[src/rtl/prim_ram_2p_cfg_shift.sv]
// Serial loader for the two-port RAM configuration daisy chain.
// Optional readback check of the chain return is enabled by PRIM_RAM_2P_CFG_READBACK_EN.
module prim_ram_2p_cfg_shift #(
  parameter int NumRams = 4,
  parameter int CfgW    = 20
) (
  input  logic            clk_i,
  input  logic            rst_ni,
  input  logic            req_i,
  input  logic [CfgW-1:0] cfg_i,
  output logic            gnt_o,
  output logic            busy_o,
  output logic            done_o,
  output logic            scan_en_o,
  output logic            scan_data_o,
  output logic            scan_update_o,
  input  logic            scan_data_i,
  output logic            err_o
);

  localparam int ChainLen = NumRams * CfgW;
`ifdef PRIM_RAM_2P_CFG_READBACK_EN
  localparam int ShiftLen = ChainLen + CfgW;
`else
  localparam int ShiftLen = ChainLen;
`endif
  localparam int CntW = $clog2(ShiftLen + 1);
  localparam logic [CntW-1:0] LastCnt = CntW'(ShiftLen - 1);
  localparam logic [4:0]      LastIdx = 5'(CfgW - 1);

  typedef enum logic [1:0] {
    IDLE   = 2'd0,
    SHIFT  = 2'd1,
    UPDATE = 2'd2,
    DONE   = 2'd3
  } state_e;

  state_e            state_r, state_s;
  logic [CntW-1:0]   cnt_r, cnt_s;
  logic [4:0]        idx_r, idx_s;
  logic [CfgW-1:0]   shadow_r, shadow_s;
  logic              accept_s;
  logic              en_r, data_r, update_r, done_r, busy_r, err_r, err_s;

  assign gnt_o = req_i && (state_r == IDLE);

  // Next-state, counter and bit-index logic.
  always_comb begin
    state_s  = state_r;
    cnt_s    = cnt_r;
    idx_s    = idx_r;
    shadow_s = shadow_r;
    accept_s = 1'b0;
    case (state_r)
      IDLE: begin
        if (req_i) begin
          accept_s = 1'b1;
          shadow_s = cfg_i;
          cnt_s    = '0;
          idx_s    = 5'd0;
          state_s  = SHIFT;
        end else begin
          state_s  = IDLE;
        end
      end
      SHIFT: begin
        if (cnt_r == LastCnt) begin
          state_s = UPDATE;
        end else begin
          cnt_s = cnt_r + CntW'(1);
          idx_s = (idx_r == LastIdx) ? 5'd0 : idx_r + 5'd1;
        end
      end
      UPDATE:  state_s = DONE;
      DONE:    state_s = IDLE;
      default: state_s = IDLE;
    endcase
  end

`ifdef PRIM_RAM_2P_CFG_READBACK_EN
  logic compare_s;
  // Once the chain is full, the returning bit must equal the bit now being driven.
  always_comb begin
    compare_s = (state_r == SHIFT) && (cnt_r >= CntW'(ChainLen));
    if (accept_s) begin
      err_s = 1'b0;
    end else if (compare_s && (scan_data_i != data_r)) begin
      err_s = 1'b1;
    end else begin
      err_s = err_r;
    end
  end
`else
  logic unused_scan_data;
  assign unused_scan_data = scan_data_i;
  assign err_s = 1'b0;
`endif

  // State and registered outputs, decoded from the next state so they align with it.
  always_ff @(posedge clk_i or negedge rst_ni) begin
    if (!rst_ni) begin
      state_r  <= IDLE;
      cnt_r    <= '0;
      idx_r    <= 5'd0;
      shadow_r <= '0;
      en_r     <= 1'b0;
      data_r   <= 1'b0;
      update_r <= 1'b0;
      done_r   <= 1'b0;
      busy_r   <= 1'b0;
      err_r    <= 1'b0;
    end else begin
      state_r  <= state_s;
      cnt_r    <= cnt_s;
      idx_r    <= idx_s;
      shadow_r <= shadow_s;
      en_r     <= (state_s == SHIFT);
      data_r   <= (state_s == SHIFT) ? shadow_s[LastIdx - idx_s] : 1'b0;
      update_r <= (state_s == UPDATE);
      done_r   <= (state_s == DONE);
      busy_r   <= (state_s != IDLE);
      err_r    <= err_s;
    end
  end

  assign scan_en_o     = en_r;
  assign scan_data_o   = data_r;
  assign scan_update_o = update_r;
  assign done_o        = done_r;
  assign busy_o        = busy_r;
  assign err_o         = err_r;

endmodule
[config.mk]
export PLATFORM = sky130hd
export DESIGN_NAME = prim_ram_2p_cfg_shift
export DESIGN_NICKNAME = d
export VERILOG_FILES = /design/src/rtl/prim_ram_2p_cfg_shift.sv
export SDC_FILE = /design/constraint.sdc
export NUM_CORES = 1
export LEC_CHECK = 0
export ABC_AREA = 1
export CORE_AREA = 2 2 101 74
export CTS_BUF_LIST = sky130_fd_sc_hd__clkbuf_2 sky130_fd_sc_hd__clkbuf_4 sky130_fd_sc_hd__clkbuf_8
export CTS_CLUSTER_DIAMETER = 150
export CTS_CLUSTER_SIZE = 8
export DETAILED_ROUTE_END_ITERATION = 10
export DIE_AREA = 0 0 103 76
export PLACE_DENSITY_LB_ADDON = 0.25
export SYNTH_ARGS = -nofsm -noshare
export SYNTH_HDL_FRONTEND = slang
export SYNTH_SLANG_ARGS = --single-unit
[constraint.sdc]
create_clock -name clk_i -period 3.13 [get_ports clk_i]
set_clock_uncertainty 0.1 [all_clocks]
set_input_delay 0.313 -clock clk_i [delete_from_list [all_inputs] [get_ports clk_i]]
set_output_delay 0.313 -clock clk_i [all_outputs]
set_load 0.1 [all_outputs]
==> results.toml <==
[drt]
drtAntennaViolNets = 0
drt-pass1-iter-count = 4
post-route-drc-count = 0
routed_wl_mm = 4.302
wl_met3_um = 266
top_layer = "met4"
viasPerCell = 4.277
wirelength_met1_mm = 2.361
drt_iter0_drc = 84
via_count = 1638
met2_length_mm = 1.654
wl_per_cell_um = 11.23

[clocking]
cts_max_path_buffers = 2
cts.clk_slew.worst_paths_ns = 0.07
cts_buffers = 5
cts.sinks = 39
clkLatencyLatePin_ns = 0.28
cts_tree = "built"
post-cts-setup-buffers = 0
htree_levels = 2
ctsHoldBuffers = 0
cts_root_buf = "clkbuf_8"
cts-resized-gates = 0

[timing]
fmax_ghz = 0.3823
tns_ns = 0
fin_crit_sh_pct = 83.57
setup_violations = 0
slew_headroom_pct = 35.05
worst_pin_slew_ns = 0.9713
period_minus_slack_ns = 2.616
slew_viol_final = 0
rsz0062_at_grt = "false"
report.final.hold_viol_count = 0

[power]
power_switching_uw = 189.5
power_density_nw_per_um2 = 365.7
power_frac_seq_pct = 56.6
p_leak_nw = 1.289
power.share.combinational_pct = 4.7
sw_frac_of_total_pct = 21.29
ir_drop_v = 0.0001338
power.internal_uw = 700.4
clkPwrFrac_pct = 38.7

[yosys]
avgSynthCellArea_um2 = 7.825
synth_top_cell_area_share_pct = 48.72
synth_cell_type_count = 31
synthTopCellsByCount = "nand2_1 (92), dfrtp_1 (39), nand3_1 (30)"
synth.largest_area_cell = "dfrtp_1"
ys_async_sr_fraction_pct = 100.0
synth-edff-count = 0
yosysSeqAreaShare_pct = 48.72
syn_nets = 283
synth_most_common_cell = "nand2_1"
ys_warn_count = 0
synth-seq-cells = 39
synthTopCellsByArea = "dfrtp_1 (49%), nand2_1 (17%), nand3_1 (7.5%), inv_1 (4.7%), o21ai_0 (2.2%)"
synth_area_um2 = 2003
yosys_most_used_dff = "dfrtp_1"
netlist_instances = 256

[cells_and_area]
nFillCells = 779
synthToLayoutAreaGrowth_pct = 21.49
diodes = 0
nNetsFinal = 311
layout-drive-gt1-share_pct = 10.88
final_cells = 383
fin_util_pct = 34.96

[die]
num_io_pins = 31
core_um2 = 6962
die_y_um = 76
std_cell_rows = 26
start_util_pct = 28.77
die_w_um = 103
die_area_um2 = 7828

[setup_path]
crit_chain = "ha_1 > nand3_2 > clkinv_2 > nand2_4 > nand4_1 > xor2_1 > or2_2 > o21ai_0 > inv_1 > ha_1 > inv_1 > nand2_1 > nand2_1 > nor2_1 > nand2_1 > nand2_1 > nand2_1 > nand2_1 > nor2_1"
cp-start-kind = "flop"
critPathMaxFanout = 8
crit_slowest_cell = "dfrtp_1"
reg2reg_slack_ns = 0.51
cp.arrival_ns = 2.72
end_kind = "flop"
cpPeakStageDelay_ns = 0.41
crit_top_cell = "nand2_1"
worstSetupPathType = "reg -> reg"
required_ns = 3.24

[grt]
grt_max_degree = 40
grt_pass1_vias = 1439
grt_antenna_before_repair = 0
grt_pass1_wl_mm = 7.120
grt_overflow_total = 0
grt_use_total_pct = 11.67

[min_path]
hold_path.class = "in -> async"

[placement]
portBuffers = 28
hpwl_mm = 3.160
place_congestion = 0.8253
dp_cells = 375

[run_status]
status = "finished, final reports clean"

[flow_run]
maxCapViolCount = 0
==> cell type report <==
| type | count | area (µm²) | share of cell area (%) |
|---|---|---|---|
| timing repair buffer | 29 | 275.3 | 11.31 |
| clock buffer | 7 | 83.83 | 3.445 |
| clock inverter | 1 | 5.005 | 0.2057 |
| multi-input combinational | 178 | 853.3 | 35.06 |
| tap | 98 | 122.6 | 5.039 |
| inverter | 31 | 117.6 | 4.833 |
| sequential | 39 | 975.9 | 40.10 |
==> worst paths after layout <==
path,to,depth (start not counted),startpoint
setup reg to reg,scan_data_o$_DFF_PN0_,19,cnt_r[1]$_DFFE_PN0P_
max in group asynchronous,idx_r[1]$_DFF_PN0_,1,rst_ni
min in group clk_i,shadow_r[12]$_DFF_PN0_,2,shadow_r[12]$_DFF_PN0_
setup / recovery,scan_data_o$_DFF_PN0_,19,cnt_r[1]$_DFFE_PN0P_
hold reg to reg,shadow_r[12]$_DFF_PN0_,2,shadow_r[12]$_DFF_PN0_
hold / removal,done_o$_DFF_PN0_,1,rst_ni
==> layer usage <==
metal,up-vias,global-route usage (%)
li1,855,-
met1,743,18.78
met2,38,14.87
met3,2,3.394
met4,0,3.158
met5,-,0
==> stage by stage <==
stage	total power, mW	setup slack (ns)	hold WS (ns)	instance area (µm²)
4_1_cts	0.9047	0.4905	0.08569	2434
2_1_floorplan	0.5197	0.7627	-0.08259	2003
3_5_place_dp	0.5569	0.5132	0.3650	2345
6_report	0.8899	0.5143	0.04347	2434
5_1_grt	0.9316	0.3310	0.1148	2434
3_3_place_gp	0.5568	0.5281	0.3663	2345
==> critical path: cells and delay by family (launching register included) <==
kind | cells | cell delay (ns)
XOR/XNOR | 1 | 0.15
adder cells (fa/ha/maj) | 2 | 0.44
AND/OR/NAND/NOR | 12 | 1.11
AO/OA/AOI/OAI | 1 | 0.10
flip-flops | 1 | 0.41
buffers and inverters | 3 | 0.22
==> flip-flops by register name (all words and copies together), names as in the netlist <==
register       flops
shadow_r          20
cnt_r              7
idx_r              5
state_r            2
busy_o             1
done_o             1
scan_data_o        1
scan_en_o          1
scan_update_o      1
==> cells in the final DEF, fill, tap and decap left out, drive strengths merged <==
master,n
o21ai,14
nand4,2
buf,5
ha,3
o211ai,1
xor2,2
o21bai,1
conb,1
nand2,96
clkbuf,7
dfrtp,39
or2,4
clkinv,2
xnor2,1
clkdlybuf4s50,24
inv,30
nor3,2
nand3,31
a21oi,7
nor2,13
==> power groups by stage <==
stage	clock network, mW	registers (mW)	logic (mW)
after CTS	0.358	0.503	0.0439
after detailed placement	0	0.513	0.0435
final	0.344	0.503	0.0422
after global placement	0	0.513	0.0434
after floorplan	0	0.514	0.00616
after global routing	0.382	0.503	0.0459
==> cells by family (layout without fill, tap and decap cells) <==
group                      Yosys count  count (layout)  synth area share [%]
other                                1               1                0.1872
AOI/OAI and AO/OA                   23              23                 6.558
xor gates and xnor gates             3               3                 1.312
DFF                                 39              39                 48.72
and+or+nand+nor                    148             148                 32.67
adders and majority gates            3               3                 1.874
buffers and inverters               39              68                 8.681
(Power assumes the default switching activity.)
==> edit 1, RTL diff (same flow settings) <==
The 4 states of `state_e` get a Gray code encoding in 2 bits.
--- a/src/rtl/prim_ram_2p_cfg_shift.sv
+++ b/src/rtl/prim_ram_2p_cfg_shift.sv
@@ -30,8 +30,8 @@
 
   typedef enum logic [1:0] {
-    IDLE   = 2'd0,
-    SHIFT  = 2'd1,
-    UPDATE = 2'd2,
-    DONE   = 2'd3
+    IDLE   = 2'b00,
+    SHIFT  = 2'b01,
+    UPDATE = 2'b11,
+    DONE   = 2'b10
   } state_e;
 
Behaviour: no difference found for any inputs over 10 cycles, from zero or initial values and one cycle with rst_ni low; not proved beyond that.
==> edit 1 against the unedited design <==
  * Synthesized area about the same
  * Routed wire length up 2.1%
  * Worst setup slack better by 230 ps
  * Global-route usage up 0.37 points
  * Final area up 0.41%
  * Sequential cell count unchanged
Power is left out: it rests on default switching activity, and per cell area and clock period it moved more than threefold.
==> edit 1: results (changes against the unedited design) <==
Status
The run finished with clean final reports.

Synth
The number of library cell types mapped by synthesis is 29 (-6.5%). The area share of fa/ha/maj cells after synthesis is 1.873% (about the same). The commonest cells after synthesis are sky130_fd_sc_hd__nand2_1 (91), sky130_fd_sc_hd__dfrtp_1 (39), sky130_fd_sc_hd__nand3_1 (31), sky130_fd_sc_hd__inv_1 (24), sky130_fd_sc_hd__o21ai_0 (11). By area the synthesized netlist is led by sky130_fd_sc_hd__dfrtp_1 (49%), sky130_fd_sc_hd__nand2_1 (17%), sky130_fd_sc_hd__nand3_1 (7.7%). The compound-gate portion of the synthesized area was 4.869% (-1.7 points). The register area share after synthesis is 48.69% (about the same).

The fraction of synthesized cell area in xor and xnor cells is 0.8739% (-0.44 points).

Placed design
The placed wire-length estimate after detailed placement is 3.082 mm (-2.5%). The routability congestion estimate is 0.8172 (-0.98%).

Worst setup path
The data arrival time of the critical path was 2510 ps (-210 ps). The maximum cell stage delay along the critical path is 390 ps (-20 ps). The largest fanout on the critical path is 7 (-1). The setup slack of the most critical reg-to-reg path is 740 ps (+230 ps).

The source of the worst register-to-register timing path is cnt_r[0]. The logic depth of the worst register-to-register path was 14 (-5).

Global route
The number of global-route vias before repair is 1492 (+3.7%). The met1 track utilization from global routing is 19.61% (+0.83 points). The fraction of met3 tracks used by global routing is 2.936% (-0.46 points).

The met2 capacity usage during global routing is 15.32% (+0.45 points). The global-route wire length before repair is 7.431 mm (+4.4%). The overall track demand over capacity in global routing is 12.04% (+0.37 points).

Cells and area
The layout cell share with drive strength beyond 1 is 12.10% (+1.2 points). The final-layout fill cell count is 727 (-6.7%). The number of nets at the end of the flow was 307 (-1.3%).

Timing
The relative slew slack is 35.72% (+0.68 points).

Routing
The via density per instance is 4.277 (about the same). The detail-routed net length per standard cell is 11.59 um (+3.1%). The wire length on met3 was 202 um (-24%). The met2 wire length is 1.649 mm (-0.30%). The detailed router's first-iteration violation count is 49 (-42%). The sum of routed wire segments on met1 was 2.503 mm (+6.0%).
## edit 1: cell types whose count changed after synthesis, moves of 2 or more
cell | before | now
sky130_fd_sc_hd__o21ai_1 | 3 | 0
sky130_fd_sc_hd__o21ai_0 | 9 | 11
sky130_fd_sc_hd__a21oi_1 | 7 | 4
sky130_fd_sc_hd__nand3_2 | 1 | 3
sky130_fd_sc_hd__nand2_4 | 2 | 4
sky130_fd_sc_hd__o21ai_2 | 2 | 0
## edit 1: worst max-delay path by stage
stage,start,end,slack [ps],cells after the start
floorplan,cnt_r[0],scan_data_o,1070,15
global placement,req_i,scan_data_o,720,11
detailed placement,req_i,scan_data_o,720,11
CTS,cnt_r[0],scan_data_o,740,14
global route,cnt_r[0],scan_data_o,460,14
finish,cnt_r[0],scan_data_o,740,14
## edit 1: cells by family after synthesis
logic type | count (synthesis)
AOI/OAI and AO/OA | 18
buffers and inverters | 36
xor gates and xnor gates | 2
DFF | 39
and+or+nand+nor | 151
other | 1
adders and majority gates | 3
## edit 1: per-stage QoR
stage          std cells  instance area (um2)  setup slack, ps  hold WS [ps]
6_report             379                 2444            743.2         40.42
2_1_floorplan        250                 2004             1067        -82.59
5_1_grt              379                 2444            462.3         116.9
4_1_cts              379                 2444            743.7         74.90
3_5_place_dp         371                 2355            723.2         364.6
3_3_place_gp         371                 2355            720.8         364.3
## edit 1: cell type report
| type | instances | share of cell area (%) |
|---|---|---|
| well taps | 98 | 5.018 |
| multi-input cells | 175 | 35.02 |
| inverters | 30 | 4.608 |
| flip-flops and latches | 39 | 39.94 |
| clock buffers | 7 | 3.431 |
| clock inverters | 1 | 0.2048 |
| repair buffers | 29 | 11.78 |
==> edit 2, RTL diff (same settings) <==
Made on the original files. Add a define of `PRIM_RAM_2P_CFG_READBACK_EN`.
--- a/src/rtl/prim_ram_2p_cfg_shift.sv
+++ b/src/rtl/prim_ram_2p_cfg_shift.sv
@@ -1,4 +1,6 @@
 // Serial loader for the two-port RAM configuration daisy chain.
 // Optional readback check of the chain return is enabled by PRIM_RAM_2P_CFG_READBACK_EN.
+`define PRIM_RAM_2P_CFG_READBACK_EN
+
 module prim_ram_2p_cfg_shift #(
   parameter int NumRams = 4,
Check against the original RTL: no difference found for any inputs over 10 cycles, from zero or initial values and one cycle with rst_ni low; that may be too few to reach the edited logic, so the function may still have changed.
==> edit 2 against the unedited design <==
  * Final area grew 7.6%
  * Sequential share of layout area shrank 1.9 points
  * Total power rose by 9.9%
  * Count of clock-buffer cells in the layout decreased by 1
  * Non-clock buffer count grew 2
  * Die area stayed put
  * Sequential cell count is 1 higher
  * Critical endpoint unchanged
  * Synthesized area increased by 6.4%
  * Routed wire length grew 4.9%
  * First-iteration DRC count shrank 48%
  * Fmax down 3.7%
  * Largest power group unchanged
  * Worst setup slack lost 100 ps
==> edit 2: results (changes against the unedited design) <==
Status
The flow ran to the end, and the final reports show no timing, DRC or antenna violations.

Worst setup path
The setup slack of the most critical reg-to-reg path is 410 ps (-100 ps). The logic depth of the worst register-to-register path is 15 (-4).

Pwr
The combinational cell fraction of total power is 3.9% (-0.8 points). The worst IR drop on VDD is 134.1 uV (+0.22%). The leakage power is 1.348 nW (+4.6%). The clock network fraction of design power is 43.3% (+4.6 points). The reported combinational group power is 38.3 uW (-9.2%).

Placed design
The pre-CTS setup slack came to 437.4 ps (-75.83 ps). The cell count after placement is 381 (+1.6%). The placed wire-length estimate after detailed placement was 3.276 mm (+3.7%).

The routability congestion estimate is 0.8549 (+3.6%).

Global route
The maximum number of pins on one net before global-route repair is 41 (+2.5%). The overall track demand over capacity in global routing came to 12.66% (+0.99 points).

Routing
The total via count after detailed routing is 1655 (+1.0%).

Synth
Yosys attributes the largest share of cell area to sky130_fd_sc_hd__dfrtp_1 (47%), sky130_fd_sc_hd__nand2_1 (15%), sky130_fd_sc_hd__nand3_1 (5.9%). The fraction of synthesized cell area in xor and xnor cells is 1.644% (+0.33 points). The register area share after synthesis is 46.98% (-1.7 points). The net count of the mapped netlist is 285 (+0.71%).

Cells and area
The layout cell share with drive strength beyond 1 is 16.84% (+6.0 points). The count of non-filler cells in the finished layout is 389 (+1.6%). The number of nets at the end of the flow was 318 (+2.3%). The final-layout fill cell count is 741 (-4.9%). The sequential cell area is 1001 um2 (+2.6%).

Timing
The final critical-path required period is 2718 ps (+101.8 ps).
-- edit 2: cell types whose count changed after synthesis, moves of 3 or more --
cell / unedited run / this run
sky130_fd_sc_hd__nand3_1: 30 / 25
sky130_fd_sc_hd__a21oi_1: 7 / 4
sky130_fd_sc_hd__nand3_2: 1 / 5
sky130_fd_sc_hd__nand2_1: 92 / 83
sky130_fd_sc_hd__nand2_2: 2 / 10
-- edit 2: area by class of cell --
class | instances | share of cell area (%)
Clock inverter | 2 | 1.338
Inverter | 33 | 4.732
Sequential cell | 40 | 38.24
Multi-Input combinational cell | 179 | 36.62
Clock buffer | 6 | 2.916
Timing Repair Buffer | 31 | 11.47
Tap cell | 98 | 4.685
-- edit 2: layer usage --
| layer | share of wire, % | vias to the layer above | track usage, % |
|---|---|---|---|
| met5 | 0 | - | 0 |
| met4 | 1.2 | 0 | 3.158 |
| met3 | 4.0 | 7 | 3.028 |
| met2 | 38 | 27 | 16.36 |
| met1 | 57 | 745 | 20.70 |
| li1 | - | 876 | - |
